## src/rtl/rv32i_pkg.sv

```systemverilog
// rv32i_pkg: shared RV32I widths and register-index constants
package rv32i_pkg;
  localparam int REG_ADDR_W = 5;
  localparam int XLEN = 32;
  localparam int NUM_REGS = 32;
  localparam logic [REG_ADDR_W-1:0] ZERO_REG = 5'd0;
endpackage

```

## src/rtl/reg_file_rd_port.sv

```systemverilog
// reg_file_rd_port: index -> data mux with x0 forced to zero and optional write-through forwarding
module reg_file_rd_port
  import rv32i_pkg::*;
#(
  parameter int DW = XLEN,
  parameter int AW = REG_ADDR_W,
  parameter bit BYPASS = 1'b0
) (
  input  logic [AW-1:0]              addr,
  input  logic [2**AW-1:0][DW-1:0]   regs,
  input  logic                       wr_en,
  input  logic [AW-1:0]              wr_addr,
  input  logic [DW-1:0]              wr_data,
  output logic [DW-1:0]              data
);
  assign data = (addr == AW'(ZERO_REG)) ? '0 :
                (BYPASS && wr_en && wr_addr == addr) ? wr_data : regs[addr];
endmodule

```

## src/rtl/reg_file.sv

```systemverilog
// reg_file: 32x32 RV32I register file, two async read ports, one sync write port, debug read port.
// Define REGFILE_BYPASS_EN to forward same-cycle write data onto the two operand read ports.
module reg_file
  import rv32i_pkg::*;
#(
  parameter int DATA_WIDTH = XLEN,
  parameter int ADDR_WIDTH = REG_ADDR_W,
  parameter logic [DATA_WIDTH-1:0] RESET_VALUE = 32'h0000_0000
) (
  input  logic                  clk,
  input  logic                  rst,
  input  logic [ADDR_WIDTH-1:0] Read_register1,
  input  logic [ADDR_WIDTH-1:0] Read_register2,
  input  logic [ADDR_WIDTH-1:0] Write_register,
  input  logic [DATA_WIDTH-1:0] Write_data,
  input  logic                  RegWrite,
  output logic [DATA_WIDTH-1:0] Read_data1,
  output logic [DATA_WIDTH-1:0] Read_data2,
  input  logic [ADDR_WIDTH-1:0] Debug_addr,
  output logic [DATA_WIDTH-1:0] Debug_data
);
  localparam int DEPTH = 2**ADDR_WIDTH;
`ifdef REGFILE_BYPASS_EN
  localparam bit BYP = 1'b1;
`else
  localparam bit BYP = 1'b0;
`endif
  logic [DEPTH-1:1][DATA_WIDTH-1:0] regs;
  logic [DEPTH-1:0][DATA_WIDTH-1:0] view;
  logic we;
  assign we = RegWrite && !rst && Write_register != ADDR_WIDTH'(ZERO_REG);
  // x0 has no storage; the view pads a constant zero entry below x1
  assign view = {regs, {DATA_WIDTH{1'b0}}};
  always_ff @(posedge clk) begin
    if (rst) regs <= {(DEPTH-1){RESET_VALUE}};
    else if (we) regs[Write_register] <= Write_data;
  end
  always_ff @(posedge clk) assert (!$isunknown(RegWrite)) else $error("RegWrite is X/Z");
  reg_file_rd_port #(.DW(DATA_WIDTH), .AW(ADDR_WIDTH), .BYPASS(BYP)) u_rd1 (
    .addr(Read_register1), .regs(view), .wr_en(we), .wr_addr(Write_register),
    .wr_data(Write_data), .data(Read_data1));
  reg_file_rd_port #(.DW(DATA_WIDTH), .AW(ADDR_WIDTH), .BYPASS(BYP)) u_rd2 (
    .addr(Read_register2), .regs(view), .wr_en(we), .wr_addr(Write_register),
    .wr_data(Write_data), .data(Read_data2));
  reg_file_rd_port #(.DW(DATA_WIDTH), .AW(ADDR_WIDTH), .BYPASS(1'b0)) u_dbg (
    .addr(Debug_addr), .regs(view), .wr_en(we), .wr_addr(Write_register),
    .wr_data(Write_data), .data(Debug_data));
endmodule

```

## config.mk

```make
export PLATFORM = sky130hd
export DESIGN_NAME = reg_file
export DESIGN_NICKNAME = d
export VERILOG_FILES = /design/src/rtl/rv32i_pkg.sv /design/src/rtl/reg_file_rd_port.sv /design/src/rtl/reg_file.sv
export SDC_FILE = /design/constraint.sdc
export NUM_CORES = 2
export LEC_CHECK = 0
export CELL_PAD_IN_SITES_DETAIL_PLACEMENT = 1
export CELL_PAD_IN_SITES_GLOBAL_PLACEMENT = 2
export CORE_MARGIN = 1
export CORE_UTILIZATION = 41
export CTS_BUF_LIST = sky130_fd_sc_hd__clkbuf_4
export CTS_CLUSTER_DIAMETER = 200
export DETAILED_ROUTE_END_ITERATION = 7
export GPL_TIMING_DRIVEN = 0
export PLACE_DENSITY_LB_ADDON = 0.1
export SETUP_SLACK_MARGIN = 0.02
export SLEW_MARGIN = 0
export SYNTH_ARGS = -nofsm -noshare
export SYNTH_HDL_FRONTEND = slang
export SYNTH_SLANG_ARGS = --single-unit
```

## constraint.sdc

```tcl
create_clock -name clk -period 3.2 [get_ports clk]
set_clock_uncertainty 0.2 [all_clocks]
set_input_delay 0.32 -clock clk [delete_from_list [all_inputs] [get_ports clk]]
set_output_delay 0.32 -clock clk [all_outputs]
set_load 0.01 [all_outputs]
```

==> impl_metrics.yaml <==
detailed_routing:
  drtPass1Iterations: 6
  drc: 0
  num_vias: 59500
  ant_nets: 0
  drtIter0Drc: 8469
  via_per_inst: 6.52
  routedWlPerCell_um: 36.9
  finalWirelength_mm: 337
cells_and_area:
  largest_reg_flops: 992
  final_layout_size_suffix_gt1_share_pct: 30.8
  postLayoutCoreUtil_pct: 49.5
  area_growth_pct: 20.0
  final_area_sq_um: 70000
  final_nets: 7095
  top_register: "regs"
  stdcell_count: 9132
  reg_top3: "regs x992"
sta:
  post-route-period-util_pct: 119
  final.setup.tns_ns: -41.32
  finalHoldViolCount: 0
  rsz0062_at_grt: "true"
  worst_slack_ns: -0.592
  timing.slew.headroom_pct: -6.61
  period_needed_ns: 3.79
  setup_violations: 96
  fmax_mhz: 264
  tightest_slew_ns: 1.60
  slew_violations: 32
  hold_ws_ns: 0.151
synth:
  yosys_warnings: 0
  syn_area_sq_um: 58300
  synth.avg_cell_area_sq_um: 8.94
  synth_nets: 6574
  synthArstFlopShare_pct: 0
  yosysTopAreaCellShare_pct: 34.1
  synth_cell_types: 41
  synthTopCellsByArea: "dfxtp_1, mux4_2, nand2_1, a21oi_1, mux2i_1"
  post-synth-top-count-cell: "nand2_1"
  synth-edff-count: 0
  synth_ff_type: "dfxtp_1"
  ys_seq_area_share_pct: 34.1
  syn_inst: 6519
  yosys.area.top_type: "dfxtp_1"
  synthTopCellsByCount: "nand2_1, a21oi_1, dfxtp_1, mux4_2, clkbuf_1"
  ys_seq_elements: 992
clock_network:
  clk_pin_slew_ns: 0.06
  clockBufferDepth: 4
  clk_latency_ns: 1.33
  tritoncts: "yes"
  cts_sinks: 992
  cts-root-buf: "clkbuf_4"
  htree_levels: 5
  cts_made_buffers: 315
run_status:
  violations: "capacitance limit, slew limit, setup timing"
  status: "finished with violations"
pwr:
  power_mw: 29.1
  leakage_nw: 23.1
  power_density_nw_per_um2: 416
  irDropWorstVdd_v: 0.000347
worst_setup_path:
  cp-start-kind: "register"
  cp_data_arrival_time_ns: 3.27
  path_class: "register to primary output"
  critPathRequiredTime_ns: 2.68
  path_max_fanout: 4
  end_kind: "primary output"
floorplanning:
  coreArea_sq_um: 141000
  die_width_um: 379
  start_util_pct: 41.3
  rows: 138
  dieArea_sq_um: 144000
  ios: 151
  die_h_um: 379
grt:
  grt_pass1_vias: 58200
  antenna_found_initial: 34
  grt.overflow.total: 0
  grt_pass1_wl_mm: 455
  grt_max_degree: 17
  track_usage_pct: 46.1
worst_hold_path:
  hold_class: "input port to register"
placed_design:
  routabilityCongestion: 1.06
  dp.cells: 8551
  detailedPlace.worstSlack_ns: -2.65
  post-dp-hpwl_mm: 267
  post_dp_cell_area_sq_um: 62100
  io_buffer_count: 141
run:
  cap_violations: 3
## cell usage in the layout, fill, tap and decap left out, drive strengths merged, types with 22 or more instances in the layout
master,Yosys,final
nand2,2144,2144
a21oi,1064,1064
dfxtp,992,992
clkbuf,527,972
mux4,618,618
mux2i,337,337
buf,162,273
mux2,131,131
a22oi,96,96
o21ai,87,87
nor2,72,72
clkinv,0,46
clkdlybuf4s50,0,43
nor2b,35,35
o221ai,34,34
o22ai,32,32
dlygate4sd3,0,32
a211o,32,32
and3,27,27
a221oi,23,23
diode,0,22
## where the power goes
group	switching, mW	total [mW]	internal (mW)
clock	6.35	13.0	6.66
combinational	2.63	3.63	0.998
sequential	0.0694	12.5	12.4
## critical path, cell delays in order (launching register included)
cell and delay [ns]:
dfxtp_2 0.35, mux4_2 0.56, mux4_2 0.52, mux2_4 0.35, buf_6 0.14
## final timing paths
check / to / cells past startpoint / slack, ns / from
setup / recovery: Debug_data[12] / 4 / -0.59 / regs[780]
hold / removal: regs[64] / 5 / 0.15 / Write_register[4]
setup reg to reg: regs[751] / 4 / 2.11 / regs[751]
hold reg to reg: regs[81] / 2 / 0.28 / regs[81]
## cell type report
type	instances	area (sq um)
Antenna cell	22	55.1
Buffer	689	3380
Clock buffer	441	3310
Clock inverter	56	364
Fill cell	16400	71300
Inverter	3	11.3
Multi-Input combinational cell	4835	38400
Sequential cell	992	20400
Tap cell	1890	2360
Timing Repair Buffer	204	1720
## logic make-up after synthesis
group | after synthesis | synth area share (%)
simple gates | 2326 | 15.5
compound gates | 1423 | 13.5
mux | 1086 | 32.2
flops | 992 | 34.1
buf+inv | 692 | 4.78
## layer usage
metal	up-vias	GRT usage [%]	wire, um
li1	24500	-	-
met1	29900	58.6	128000
met2	4075	66.2	141000
met3	1016	16.1	43300
met4	16	29.1	24700
met5	-	0.652	214
## repair_timing
| item | CTS | global route |
|---|---|---|
| hold buffers | 32 | 0 |
| setup endpoints to repair | 96 | 96 |
| hold endpoints to repair | 67 | 0 |
| pin swaps | 107 | 80 |
| gates resized for setup | 1331 | 274 |
| gates cloned | 0 | 0 |
| buffers inserted | 23 | 7 |
Power figures use the tool's default switching activity.
